File: src/rtl/vga_timing_gen.sv
// ============================================================================
// Module   : vga_timing_gen
// Purpose  : Parametrised VGA raster timing generator with pixel-tick divider
//            and a tick-aligned output delay pipeline.
// Revision : 1.0
// ============================================================================
`default_nettype none

module vga_timing_gen #(
  parameter int CLK_DIV  = 4,
  parameter int HD       = 640,
  parameter int HF       = 16,
  parameter int HR       = 96,
  parameter int HB       = 48,
  parameter int VD       = 480,
  parameter int VF       = 10,
  parameter int VR       = 2,
  parameter int VB       = 33,
  parameter int H_POL    = 0,
  parameter int V_POL    = 0,
  parameter int PIPE_DLY = 0,
  parameter int CW       = 10
) (
  input  logic          clk_100MHz,
  input  logic          reset,
  input  logic          en,
  output logic          p_tick,
  output logic          video_on,
  output logic          hsync,
  output logic          vsync,
  output logic [CW-1:0] x,
  output logic [CW-1:0] y,
  output logic          line_start,
  output logic          frame_start
);

  localparam int HTOT = HD + HF + HR + HB;
  localparam int VTOT = VD + VF + VR + VB;
  localparam int DIVW = (CLK_DIV > 1) ? $clog2(CLK_DIV) : 1;

  localparam logic [DIVW-1:0] DIV_LAST = DIVW'(CLK_DIV - 1);
  localparam logic [CW-1:0]   H_LAST   = CW'(HTOT - 1);
  localparam logic [CW-1:0]   V_LAST   = CW'(VTOT - 1);
  localparam logic [CW-1:0]   H_DISP   = CW'(HD);
  localparam logic [CW-1:0]   V_DISP   = CW'(VD);
  localparam logic [CW-1:0]   HS_BEG   = CW'(HD + HF);
  localparam logic [CW-1:0]   HS_END   = CW'(HD + HF + HR - 1);
  localparam logic [CW-1:0]   VS_BEG   = CW'(VD + VF);
  localparam logic [CW-1:0]   VS_END   = CW'(VD + VF + VR - 1);
  localparam logic            HPOL     = 1'(H_POL);
  localparam logic            VPOL     = 1'(V_POL);

  if (CLK_DIV < 1 || PIPE_DLY < 0 || PIPE_DLY > 4 ||
      HD < 1 || HF < 1 || HR < 1 || HB < 1 ||
      VD < 1 || VF < 1 || VR < 1 || VB < 1 ||
      CW < 1 || CW > 30 || (2 ** CW) <= HTOT || (2 ** CW) <= VTOT) begin : g_param_err
    $fatal(1, "vga_timing_gen: illegal parameter set");
  end

  typedef struct packed {
    logic [CW-1:0] h;
    logic [CW-1:0] v;
    logic          vis;
    logic          hs;
    logic          vs;
    logic          ls;
    logic          fs;
  } stage_t;

  logic [DIVW-1:0] div_q, div_d;
  logic [CW-1:0]   h_q, h_d;
  logic [CW-1:0]   v_q, v_d;
  logic            tick;
  stage_t          raw;
  stage_t          last;

  assign tick = en && (div_q == DIV_LAST);

  always_comb begin
    div_d = div_q;
    h_d   = h_q;
    v_d   = v_q;
    if (en) begin
      div_d = (div_q == DIV_LAST) ? '0 : div_q + 1'b1;
    end
    if (tick) begin
      if (h_q == H_LAST) begin
        h_d = '0;
        v_d = (v_q == V_LAST) ? '0 : v_q + 1'b1;
      end else begin
        h_d = h_q + 1'b1;
      end
    end
  end

  always_ff @(posedge clk_100MHz) begin
    if (reset) begin
      div_q <= '0;
      h_q   <= '0;
      v_q   <= '0;
    end else begin
      div_q <= div_d;
      h_q   <= h_d;
      v_q   <= v_d;
    end
  end

  always_comb begin
    raw     = '0;
    raw.h   = h_q;
    raw.v   = v_q;
    raw.vis = (h_q < H_DISP) && (v_q < V_DISP);
    raw.hs  = (h_q >= HS_BEG) && (h_q <= HS_END);
    raw.vs  = (v_q >= VS_BEG) && (v_q <= VS_END);
    raw.ls  = (h_q == '0);
    raw.fs  = (h_q == '0) && (v_q == '0);
  end

  // Stages advance only on the pixel tick so every field stays tick-aligned.
  if (PIPE_DLY == 0) begin : g_direct
    assign last = raw;
  end else begin : g_pipe
    stage_t pipe_q [PIPE_DLY];

    always_ff @(posedge clk_100MHz) begin
      if (reset) begin
        for (int i = 0; i < PIPE_DLY; i++) begin
          pipe_q[i] <= '0;
        end
      end else if (tick) begin
        pipe_q[0] <= raw;
        for (int i = 1; i < PIPE_DLY; i++) begin
          pipe_q[i] <= pipe_q[i-1];
        end
      end
    end

    assign last = pipe_q[PIPE_DLY-1];
  end

  assign p_tick      = tick;
  assign x           = last.h;
  assign y           = last.v;
  assign video_on    = last.vis;
  assign hsync       = ~(last.hs ^ HPOL);
  assign vsync       = ~(last.vs ^ VPOL);
  assign line_start  = last.ls & tick;
  assign frame_start = last.fs & tick;

endmodule

`default_nettype wire

File: config.mk
export PLATFORM = sky130hd
export DESIGN_NAME = vga_timing_gen
export DESIGN_NICKNAME = d
export VERILOG_FILES = /design/src/rtl/vga_timing_gen.sv
export SDC_FILE = /design/constraint.sdc
export NUM_CORES = 1
export LEC_CHECK = 0
export ABC_AREA = 1
export BUFFER_PORTS_ARGS = -buffer_cell sky130_fd_sc_hd__buf_2
export CAP_MARGIN = 20
export CORE_ASPECT_RATIO = 0.5
export CORE_UTILIZATION = 37
export DETAILED_ROUTE_END_ITERATION = 6
export PLACE_DENSITY_LB_ADDON = 0.15
export SYNTH_ARGS = -nofsm -noshare
export SYNTH_HDL_FRONTEND = slang
export SYNTH_SLANG_ARGS = --single-unit
File: constraint.sdc
create_clock -name clk_100MHz -period 4 [get_ports clk_100MHz]
set_input_delay 0.8 -clock clk_100MHz [delete_from_list [all_inputs] [get_ports clk_100MHz]]
set_output_delay 0.8 -clock clk_100MHz [all_outputs]
set_load 0.005 [all_outputs]
==> summary.md, run 1 <==
| Metric | Value |
|---|---|
| Antenna Cells | `0` |
| Clock skew | `about 5.4 ps` |
| Buffers added on ports | `28` |
| Status | `complete, no violations` |
| Final period util | `between 60% and 70%` |
| Crit path cell chain | `buf_2 > nand2_1 > nor3_1 > nand4_1 > nor3_1 > buf_2` |
| Cells after Synth | `204` |
| Drt total wl | `around 3.2 mm` |
| Final setup vio count | `0` |
| Syn Std Cell Area | `roughly 1400 µm²` |
| Top_reg_cell synth | `dfxtp_1` |
| Non-Filler Instances | `approximately 290` |
| Yosys top cell area share | `between 30% and 40%` |
| Leak | `0.842 nW` |
| Clock period minus worst slack | `~2500 ps` |
| Post-synth ARST share | `0%` |
| Clock transition at path regs | `80 ps` |
| Final hold vios | `0` |
| H-tree levels | `1` |
| 1st-iter DRT viols | `40` |
| Commonest cells post-synth | `nand2_1, nor2_1, inv_1` |
| Synth area leader | `dfxtp_1` |
| Final antenna-violating net count | `0` |
| Final hold slack | `around 520 ps` |
| All-Layer GR Usage | `approximately 17%` |
| CP Launch Type | `primary input` |
| Unrepaired setup endpoints after global routing | `no` |
| Root buf cell | `clkbuf_8` |
| Worst-path maximum fanout | `5` |
| MaxCap Viol Count | `0` |
| Vias in the first global route | `1,139` |
| Pwr Density | `252 nW/µm²` |
| HPWL Detailed | `~2.4 mm` |
| Setup TNS | `0 ps` |
| Die Area | `between 3000 and 4000 µm²` |
| Drt wl/cell | `~11 µm` |
| Final-layout fill cell count | `388` |
| First drt pass iteration count | `4` |
| Largest net degree at the start of global routing | `13` |
| Critical path arrival | `between 1500 and 2000 ps` |
| Worst setup EP type | `output pin` |
| Number of core rows | `15` |
| CTS tree | `built` |
| RR Startpoint | `x[0]$_SDFFE_PP0P_` |
| Final Slew Violations | `0` |
| IO Pins | `29` |
| Multi-input logic area | `~800 µm²` |
| First-pass GRT wire length | `5.20 mm` |
| Max transition margin | `about four fifths` |
| Vias per std cell | `between 4 and 5` |
| Nets | `between 200 and 250` |
| Count of different cell masters after synthesis | `28` |
| # resized after CTS | `0` |
| Clock Latency Late Sink | `~260 ps` |
| WS Path Type | `in2out` |
| Clock sinks | `22` |
| #FFs+latches synth | `22` |
| Hold Buf Count CTS | `0` |
| Synth top area cells | `dfxtp_1, nand2_1, nor2_1` |
| Layout Utilization | `46.2%` |
| Core Footprint | `3470 µm²` |
| DR DRC count | `0` |
| Most frequent cell after synthesis | `nand2_1` |
| CTS Buf Count | `3` |
| Setup Buffers After CTS | `0` |
| Crit path max-delay cell type | `nor3_1` |
| Synthesized Nets | `around 210` |
| Critical Path Source | `en` |
| Initial core utilization | `roughly 39%` |
| WP data required | `about 3200 ps` |
| Layout area overhead | `17.9%` |
| Total grt overflow | `0` |
| Clock tree buffer depth | `2` |
| Die height | `about 45 µm` |
| Hold Crit Start | `y[8]$_SDFFE_PP0P_` |
| EDFF count, synth | `0` |
| Vias | `1,351` |
| Slew @ Worst Pin | `approximately 330 ps` |
| Maximum VDD drop | `0.000117 V` |
| Die width | `between 80 and 90 µm` |
| Syn_area_per_cell | `between 6 and 7 µm²` |
| Fmax | `0.405 GHz` |
| Seq/Total Area, Yosys | `between 30 and 40%` |
| RD Place Congestion | `between 0.8 and 0.9` |
| CP peak stage delay | `170 ps` |
| Synth warn | `0` |
| Initial antenna violation count | `0` |
| Placed Instances | `around 280` |
| Reg area | `440 µm²` |
| Tightest Hold Check Type | `reg2reg` |
| Layout cell share with drive strength beyond 1 | `22.6%` |
## layer usage
layer	part of all wire [%]	vias to the layer above	track usage, %
met3	5.4	0	5.30
met2	43	39	27.3
li1	-	702	-
met5	0	-	0
met1	51	610	23.4
met4	0	0	5.25
## final timing paths
path	endpoint	slack [ps]	depth (start not counted)
setup / recovery	frame_start	1530	6
hold / removal	y[8]$_SDFFE_PP0P_	520	2
setup reg to reg	y[8]$_SDFFE_PP0P_	2400	8
hold reg to reg	y[8]$_SDFFE_PP0P_	520	2
## kinds of logic (layout without fill, tap and decap cells)
| kind of cell | after synthesis | count (layout) | synth area share (%) |
|---|---|---|---|
| simple gates | 131 | 131 | 47.6 |
| buf+inv | 33 | 64 | 9.93 |
| flops | 22 | 22 | 32.4 |
| compound gates | 12 | 12 | 4.87 |
| fa+ha+maj | 5 | 5 | 4.60 |
| xor+xnor | 1 | 1 | 0.643 |
## power by group
group | switching (W) | internal [W] | total (W)
Clock | 0.0000741 | 0.0000878 | 0.000162
Combinational | 0.0000132 | 0.00000686 | 0.0000200
Sequential | 0.00000147 | 0.000221 | 0.000222
Total | 0.0000888 | 0.000316 | 0.000404
## sequential cells by signal, indices dropped and copies added (netlist names)
name	count
y	10
x	10
div_q	2
## metrics by stage
| stage | total power, W | area, µm² | setup WS (ps) |
|---|---|---|---|
| finish | 0.000404 | 1610 | 1530 |
| global route | 0.000425 | 1610 | 1360 |
| CTS | 0.000414 | 1610 | 1530 |
| detailed placement | 0.000247 | 1550 | 1540 |
| global placement | 0.000247 | 1550 | 1550 |
| floorplan | 0.000242 | 1360 | 1900 |
## critical path: cells and delay by family
family | cells | cell delay, ps
simple gates | 4 | 600
buf+inv | 2 | 270
## layout by cell type, fill, tap and decap left out, drive strengths merged
| master | count |
|---|---|
| nand2 | 53 |
| nor2 | 44 |
| inv | 32 |
| buf | 28 |
| dfxtp | 22 |
| nand3 | 16 |
| nor3 | 7 |
| a21oi | 5 |
| ha | 5 |
| o21ai | 4 |
| nand4 | 4 |
| clkbuf | 4 |
| nand3b | 3 |
| nor4 | 2 |
| nor3b | 1 |
| or2 | 1 |
| xor2 | 1 |
| a211oi | 1 |
| o22ai | 1 |
| o21bai | 1 |
## cell type report
| class | count | share of cell area (%) |
|---|---|---|
| tap | 51 | 3.98 |
| timing repair buffer | 28 | 8.73 |
| multi-input combinational | 149 | 48.9 |
| sequential | 22 | 27.4 |
| inverter | 32 | 7.48 |
| clock buffer | 4 | 3.43 |
No activity file was read; power rests on OpenSTA's default activity.
==> run 2: changes to the inputs <==
==> constraint.sdc (replaced) <==
create_clock -name clk_100MHz -period 2.3 [get_ports clk_100MHz]
set_input_delay 0.46 -clock clk_100MHz [delete_from_list [all_inputs] [get_ports clk_100MHz]]
set_output_delay 0.46 -clock clk_100MHz [all_outputs]
set_load 0.005 [all_outputs]
==> run 2 against run 1 <==
Setup slack worse by 1300 ps; first-iteration DRC count up 5.0%; clock power increased by 74%; global-route usage grew 0.48 points; critical path type is now reg2out; critical path depth is the same; combinational power rose by 74%; critical endpoint unchanged; via count increased by 1.4%; largest power group unchanged; clock skew down 1.0 ps; clock-buffer cell count is the same.
==> summary.md, run 2 (synthesis results as in run 1) <==
| Metric | Value |
|---|---|
| Final setup vio count | `0` |
| H-tree levels | `1` |
| First-pass GRT wire length | `between 5 and 6 mm` |
| DR DRC count | `0` |
| RR Startpoint | `x[0]$_SDFFE_PP0P_` |
| Clock period minus worst slack | `approximately 2100 ps` |
| Initial antenna violation count | `0` |
| R2r setup slk | `around 690 ps` |
| Leak | `between 0.8 and 0.9 nW` |
| Unrepaired setup endpoints after global routing | `no` |
| Nets | `244` |
| Clock Latency Late Sink | `270 ps` |
| Hold endpoint | `x[7]$_SDFFE_PP0P_` |
| Most common cell after layout, fill and taps aside | `nand2_1` |
| Final Total Pwr | `around 0.00070 W` |
| Total grt overflow | `0` |
| Die height | `roughly 45 µm` |
| Initial core utilization | `roughly two fifths` |
| Max transition margin | `roughly three quarters` |
| Non-Filler Instances | `roughly 290` |
| Status | `complete, no violations` |
| CP Launch Type | `register` |
| Pwr Density | `between 400 and 500 nW/µm²` |
| First drt pass iteration count | `4` |
| Layout Utilization | `about 46%` |
| Maximum VDD drop | `around 0.00015 V` |
| Drt total wl | `about 3.2 mm` |
| Placed Instances | `about 280` |
| Final-layout fill cell count | `roughly 380` |
| # resized after CTS | `0` |
| Hold Crit Start | `reset` |
| Worst setup EP type | `output pin` |
| Die width | `~90 µm` |
| Tightest Hold Check Type | `in2reg` |
| Clock transition at path regs | `about 80 ps` |
| All-Layer GR Usage | `between 10% and 20%` |
| Final Slew Violations | `0` |
| WS Path Type | `reg2out` |
| Buffers added on ports | `28` |
| Setup Buffers After CTS | `0` |
| IO Pins | `29` |
| Clock sinks | `22` |
| RD Place Congestion | `0.829` |
| CTS tree | `built` |
| Final hold vios | `0` |
| Worst-path maximum fanout | `5` |
| Slew @ Worst Pin | `between 300 and 400 ps` |
| Hold depth | `2` |
| Clock skew | `4.36 ps` |
| Number of core rows | `15` |
| Critical path arrival | `1660 ps` |
| MaxCap Viol Count | `0` |
| Setup TNS | `0 ps` |
| Hold Buf Count CTS | `0` |
| Root buf cell | `clkbuf_8` |
| Antenna Cells | `0` |
| Layout cell share with drive strength beyond 1 | `about 23%` |
| Clock tree buffer depth | `2` |
| 1st-iter DRT viols | `42` |
| Final hold slack | `between 400 and 500 ps` |
| CTS Buf Count | `3` |
| Final antenna-violating net count | `0` |
| Final period util | `92.0%` |
| R2R cell count | `8` |
| Fmax | `between 0.4 and 0.5 GHz` |
| Layout area overhead | `17.9%` |
| Most frequent cells in the layout | `nand2_1, nor2_1, buf_2, inv_1, dfxtp_1` |
| WP data required | `1840 ps` |
| Largest net degree at the start of global routing | `13` |
| FF-to-FF End | `y[6]$_SDFFE_PP0P_` |
| Drt wl/cell | `approximately 11 µm` |
| Core Footprint | `around 3500 µm²` |
| Vias per std cell | `around 4.8` |
| Die Area | `about 3900 µm²` |
| Vias in the first global route | `approximately 1,200` |
| HPWL Detailed | `about 2.4 mm` |
| Vias | `1,370` |
==> run 2: cell counts in the layout (fill, tap and decap cells not counted) <==
No cell type changed its count.
==> run 2: critical path, stage by stage (launching register included) <==
cell and delay [ps]:
dfxtp_1 360, ha_1 270, nand2_1 170, nor3_1 170, nand4_1 140, nor3_1 140
buf_2 140
==> run 2: routing by layer <==
metal	GRT usage, %	wire [µm]	vias to the layer above
met5	0	0	-
met4	2.95	25	0
met3	4.94	160	4
met2	29.1	1350	30
met1	24.4	1670	630
li1	-	-	706
==> run 2: where the power goes <==
| group | internal, W | switching [W] | total [W] |
|---|---|---|---|
| Combinational | 0.0000120 | 0.0000227 | 0.0000347 |
| Sequential | 0.000384 | 0.00000259 | 0.000387 |
| Clock | 0.000153 | 0.000130 | 0.000282 |
==> run 2: metrics by stage <==
stage	cell area, µm²	worst slack [ps]
CTS	1610	191
global route	1610	44.2
finish	1610	185
floorplan	1360	721
global placement	1550	531
detailed placement	1550	484
==> run 2: how the worst max path moves through the flow <==
stage	from	to	slack (ps)	cells after the start
after floorplan	div_q[0]$_SDFFE_PP0P_	frame_start	720	5
after global placement	div_q[0]$_SDFFE_PP0P_	frame_start	530	6
after detailed placement	div_q[0]$_SDFFE_PP0P_	frame_start	480	6
after CTS	div_q[0]$_SDFFE_PP0P_	frame_start	190	6
after global routing	div_q[0]$_SDFFE_PP0P_	frame_start	40	6
final	div_q[0]$_SDFFE_PP0P_	frame_start	180	6
==> run 2: layout make-up <==
type / count / area (µm²) / area share [%]
multi-input cells: 149 / 786 / 48.9
flip-flops and latches: 22 / 440 / 27.4
repair buffers: 28 / 140 / 8.73
inverters: 32 / 120 / 7.48
well taps: 51 / 63.8 / 3.98
clock buffers: 4 / 55.1 / 3.43
